==> src/rtl/key_speed_sel.sv <==
// Push-button front end for the divider speed selector: two-flop synchronise,
// per-bit debounce, rising-edge press detect and a held one-hot selection.
module key_speed_sel #(
  parameter int unsigned DEBOUNCE_CYCLES = 500000,
  parameter logic [3:0]  DEFAULT_SEL     = 4'b0001
) (
  input  logic       clk,
  input  logic       rst,
  input  logic [3:0] key_in,
  output logic [3:0] key_sel,
  output logic       sel_changed,
  output logic [3:0] key_stable
);

  localparam int unsigned   CW       = $clog2(DEBOUNCE_CYCLES) + 1;
  localparam logic [CW-1:0] CNT_LAST = CW'(DEBOUNCE_CYCLES - 1);
  localparam logic [CW-1:0] CNT_ONE  = CW'(1);

  logic [3:0]    r_s1;
  logic [3:0]    r_s2;
  logic [3:0]    r_stable;
  logic [3:0]    r_stable_d;
  logic [3:0]    r_sel;
  logic          r_changed;
  logic [CW-1:0] r_cnt [4];

  logic [3:0]    w_press;
  logic [3:0]    w_cand;

  always_ff @(posedge clk) begin
    if (rst) begin
      r_s1 <= '0;
      r_s2 <= '0;
    end else begin
      r_s1 <= key_in;
      r_s2 <= r_s1;
    end
  end

  // The counter only reaches CNT_LAST after an unbroken run of disagreement.
  always_ff @(posedge clk) begin
    if (rst) begin
      r_stable <= '0;
      for (int unsigned i = 0; i < 4; i++) r_cnt[i] <= '0;
    end else begin
      for (int unsigned i = 0; i < 4; i++) begin
        if (r_s2[i] == r_stable[i]) begin
          r_cnt[i] <= '0;
        end else if (r_cnt[i] == CNT_LAST) begin
          r_stable[i] <= r_s2[i];
          r_cnt[i]    <= '0;
        end else begin
          r_cnt[i] <= r_cnt[i] + CNT_ONE;
        end
      end
    end
  end

  assign w_press = r_stable & ~r_stable_d;

  // Lowest-index press wins; the rest of the same cycle is discarded.
  always_comb begin
    w_cand = '0;
    for (int unsigned i = 0; i < 4; i++) begin
      if (w_press[i] && (w_cand == '0)) w_cand[i] = 1'b1;
    end
  end

  always_ff @(posedge clk) begin
    if (rst) begin
      r_stable_d <= '0;
      r_sel      <= DEFAULT_SEL;
      r_changed  <= 1'b0;
    end else begin
      r_stable_d <= r_stable;
      r_changed  <= 1'b0;
      if ((w_press != '0) && (w_cand != r_sel)) begin
        r_sel     <= w_cand;
        r_changed <= 1'b1;
      end
    end
  end

  assign key_sel     = r_sel;
  assign sel_changed = r_changed;
  assign key_stable  = r_stable;

endmodule

==> config.mk <==
export PLATFORM = sky130hd
export DESIGN_NAME = key_speed_sel
export DESIGN_NICKNAME = d
export VERILOG_FILES = /design/src/rtl/key_speed_sel.sv
export SDC_FILE = /design/constraint.sdc
export NUM_CORES = 1
export LEC_CHECK = 0
export CAP_MARGIN = 20
export CORE_ASPECT_RATIO = 0.5
export CORE_UTILIZATION = 61
export CTS_CLUSTER_SIZE = 16
export DETAILED_ROUTE_END_ITERATION = 7
export GPL_TIMING_DRIVEN = 0
export PLACE_DENSITY = 0.78
export SLEW_MARGIN = 20
export SYNTH_ARGS = -nofsm -noshare
export SYNTH_HDL_FRONTEND = slang
export SYNTH_SLANG_ARGS = --single-unit
==> constraint.sdc <==
create_clock -name clk -period 2.27 [get_ports clk]
set_input_delay 0.227 -clock clk [delete_from_list [all_inputs] [get_ports clk]]
set_output_delay 0.227 -clock clk [all_outputs]
set_load 0.005 [all_outputs]
==> reports/summary.md <==
### Status
* result of the run: completed

### Worst setup path
* Critical Path Source Type: flip-flop
* cell breakdown of the critical path: ha_1 > nand4_1 > buf_4 > nor4_2 > nand3_1 > xor2_1 > nor2_1
* highest net fanout along the worst path: 4
* required arrival time at the worst endpoint: 2.37 ns
* Reg2Reg Setup Slack: 0.1 ns
* Setup CP Type: flip-flop to flip-flop
* type of element capturing the critical path: flip-flop
* worst setup path startpoint: r_cnt[2][0]$_SDFFCE_PN0P_
* RR Endpoint: r_cnt[2][18]$_SDFFCE_PN0P_
* capturing element of the worst setup path: r_cnt[2][18]$_SDFFCE_PN0P_
* data arrival time of the worst path: 2.27 ns
* largest stage delay on the critical path: 0.49 ns
* path depth of the worst reg2reg path: 7
* startpoint of the worst register-to-register path: r_cnt[2][0]$_SDFFCE_PN0P_
* slowest cell on the critical path: nor4_2

### Detailed routing
* DRC violation count after routing: 0
* met2 routed WL: 4180 microns
* detailed-route via count: 3538
* total length of routed met3 wires: 314 microns
* total wire length after detailed routing: 8760 microns
* initial detailed-routing violation count: 208
* average wire per cell in the routed design: 12.5 microns
* number of nets with antenna violations after routing: 0
* Pre-antenna DRT Iters: 5
* top layer in use: met4
* Avg Vias per Cell: 5.04
* WL met1: 4180 microns

### Clock network
* total number of clock tree sinks: 101
* clk root buf: clkbuf_16
* Hold Buf Count CTS: 0
* Max H-tree Level: 3
* worst-case clock buffer depth: 2
* clock-pin slew reported for the worst setup and hold paths after clock tree synthesis: 0.07 ns
* clock tree from TritonCTS: built
* latest clock arrival within the worst-skew pair: 0.35 ns
* number of buffers inserted during clock tree synthesis: 9

### Finish
* antenna diode instance count: 0
* final standard cell utilization of the core: 74.3%
* non-filler instance count after layout: 702
* final-stage net count: 595
* synth-to-layout area growth: 17.8%
* fraction of final layout cells with drive strength greater than 1: 4.07%

### Floorplan
* Starting Density: 63.0%
* area of the core region: 8000 sq um
* cell row count: 23
* Top Ports: 15
* horizontal extent of the die: 131 microns
* Die Span Y: 66.3 microns
* total die area: 8660 sq um

### Min path
* critical hold path startpoint: key_in[1]
* Hold/Removal Path Class: input pin to flip-flop

### Synth
* synth cell count leaders: nor2_1 (104), edfxtp_1 (80), xor2_1 (48)
* synthesized instance count: 479
* post-synthesis area per instance: 10.5 sq um
* Post-synth ARST share: 0%
* most instantiated library cell after synthesis: nor2_1
* synth unique cells: 38
* area fraction of the dominant cell type after synthesis: 47.6%
* Post-synth EDFFs: 80
* synth warn: 0
* netlist area before placement: 5040 sq um
* register bit count reported by yosys: 101
* sequential element share of the synthesized area: 56.0%
* Post-synth top flop: edfxtp_1
* cell types occupying the most area after synthesis: edfxtp_1 (48%), dfxtp_1 (8.3%), xor2_1 (8.3%)
* biggest area consumer among synthesized cells: edfxtp_1

### Power and ir drop
* Static Leakage: 2.11 nW
* worst vdd rail ir drop: 436 uV
* power per cell area: 637 nW/um^2

### Placed design
* placed cell count: 684
* HPWL Detailed: 6180 microns
* Port Buf Inserts: 14
* placer's final routability congestion estimate: 0.876

### Timing
* time the final worst path needs with I/O delays and setup: 2.17 ns
* Layout Skew: 0.00708 ns
* endpoints failing setup: 0
* relative slew slack: 53.9%
* final worst-path cycle share: 95.8%
* number of max-slew violations in the final report: 0
* RSZ-0062 raised after global routing: yes
* slew at the pin closest to its max-slew limit: 0.684 ns
* final hold vios: 0
* Max Freq: 0.460 GHz

### Global route
* pin count of the biggest net entering global routing: 17
* vias in the first global route: 3173
* overflow left after global routing: 0
* combined global-route utilization of all metal layers: 21.7%
* first-pass GRT wire length: 14200 microns
* number of antenna violations at the first check in global routing: 0

### Job
* count of max-cap constraint violations: 0

per-layer routing:
layer	GRT usage (%)	up-vias
li1	-	1817
met1	27.4	1672
met2	36.3	42
met3	5.58	7
met4	8.05	0
met5	0	-
through the flow:
stage	hold WS (ns)	power (W)	setup TNS, ns	area, sq um	worst slack, ns
after floorplan	0.306	0.00227	0	5340	0.248
after global placement	0.419	0.00231	0	5620	0.0882
after detailed placement	0.426	0.00232	0	5620	0.0745
after CTS	0.429	0.00380	0	5920	0.0498
after global routing	0.446	0.00391	-0.261	5940	-0.0308
final	0.435	0.00378	0	5940	0.0960
layout by cell type (no fill, tap or decap), drive strengths merged:
| cell | Yosys | final |
|---|---|---|
| nor2 | 104 | 104 |
| edfxtp | 80 | 80 |
| conb | 1 | 80 |
| xor2 | 48 | 48 |
| nand3 | 34 | 34 |
| xnor2 | 29 | 29 |
| nand2 | 29 | 29 |
| nand4 | 25 | 25 |
| dfxtp | 21 | 21 |
| clkbuf | 7 | 21 |
| nor2b | 16 | 16 |
| clkdlybuf4s50 | 0 | 14 |
| inv | 13 | 14 |
| nor3 | 10 | 10 |
| nor4 | 10 | 10 |
| and3 | 7 | 7 |
| buf | 5 | 7 |
| nor4b | 5 | 5 |
| nand2b | 5 | 5 |
| ha | 4 | 4 |
| or4 | 3 | 3 |
| or3 | 3 | 3 |
| mux2i | 3 | 3 |
| nor4bb | 2 | 2 |
| a21oi | 2 | 2 |
| o21ai | 2 | 2 |
| and4 | 2 | 2 |
| or2 | 1 | 1 |
| a31o | 1 | 1 |
| a2111oi | 1 | 1 |
| nand3b | 1 | 1 |
| o31ai | 1 | 1 |
| o211ai | 1 | 1 |
| o21a | 1 | 1 |
| o2111ai | 1 | 1 |
| o41ai | 1 | 1 |
| clkinv | 0 | 1 |
cell type report:
| class | count | area (sq um) |
|---|---|---|
| flip-flops and latches | 101 | 2820 |
| multi-input cells | 432 | 2400 |
| fillers | 599 | 2060 |
| clock buffers | 14 | 277 |
| repair buffers | 16 | 155 |
| well taps | 112 | 140 |
| plain buffers | 12 | 78.8 |
| inverters | 13 | 48.8 |
| clock inverters | 2 | 15.0 |
critical path: cells and delay by family (launching register included):
kind	cells	cell delay, ns
buffers and inverters	1	0.21
adder cells (fa/ha/maj)	1	0.22
flip-flops	1	0.40
AND/OR/NAND/NOR	4	0.92
XOR/XNOR	1	0.17
cells by family (layout without fill, tap and decap cells):
kind of cell | after synthesis | after routing | share of synthesized area, %
and+or+nand+nor | 257 | 257 | 24.9
DFF | 101 | 101 | 56.0
xor gates and xnor gates | 77 | 77 | 13.4
buffers and inverters | 25 | 57 | 2.53
AOI/OAI and AO/OA | 11 | 11 | 1.54
adders and majority gates | 4 | 4 | 0.993
muxes | 3 | 3 | 0.596
other | 1 | 80 | 0.0744
flip-flops by register name, summed over array words and instances, names as in the netlist:
name	flops
key_sel	4
key_stable	4
r_cnt	80
r_s1	4
r_s2	4
r_stable_d	4
sel_changed	1
power by group:
part | internal, W | total, W | leakage (nW) | switching (W)
combinational | 0.0000642 | 0.000149 | 0.968 | 0.0000844
clock | 0.000849 | 0.00150 | 0.146 | 0.000652
sequential | 0.00206 | 0.00214 | 0.996 | 0.0000721
total | 0.00298 | 0.00378 | 2.11 | 0.000809
worst min path at each step:
stage                               endpoint  slack (ns)  depth (start not counted)
finish                    r_s1[1]$_SDFF_PP0_        0.44                          2
global route              r_s1[1]$_SDFF_PP0_        0.45                          2
CTS                       r_s1[1]$_SDFF_PP0_        0.43                          2
detailed placement        r_s2[2]$_SDFF_PP0_        0.43                          1
global placement          r_s2[2]$_SDFF_PP0_        0.42                          1
floorplan           r_stable_d[3]$_SDFF_PP0_        0.31                          1
repair_timing:
| action | in CTS | in global routing |
|---|---|---|
| pin swaps | 0 | 1 |
| setup endpoints to repair | 1 | 30 |
| gates resized for setup | 1 | 1 |
| cloned | 0 | 0 |
| buffers inserted | 0 | 2 |
| hold endpoints to repair | 0 | 0 |
No activity file was read; power rests on OpenSTA's default activity.
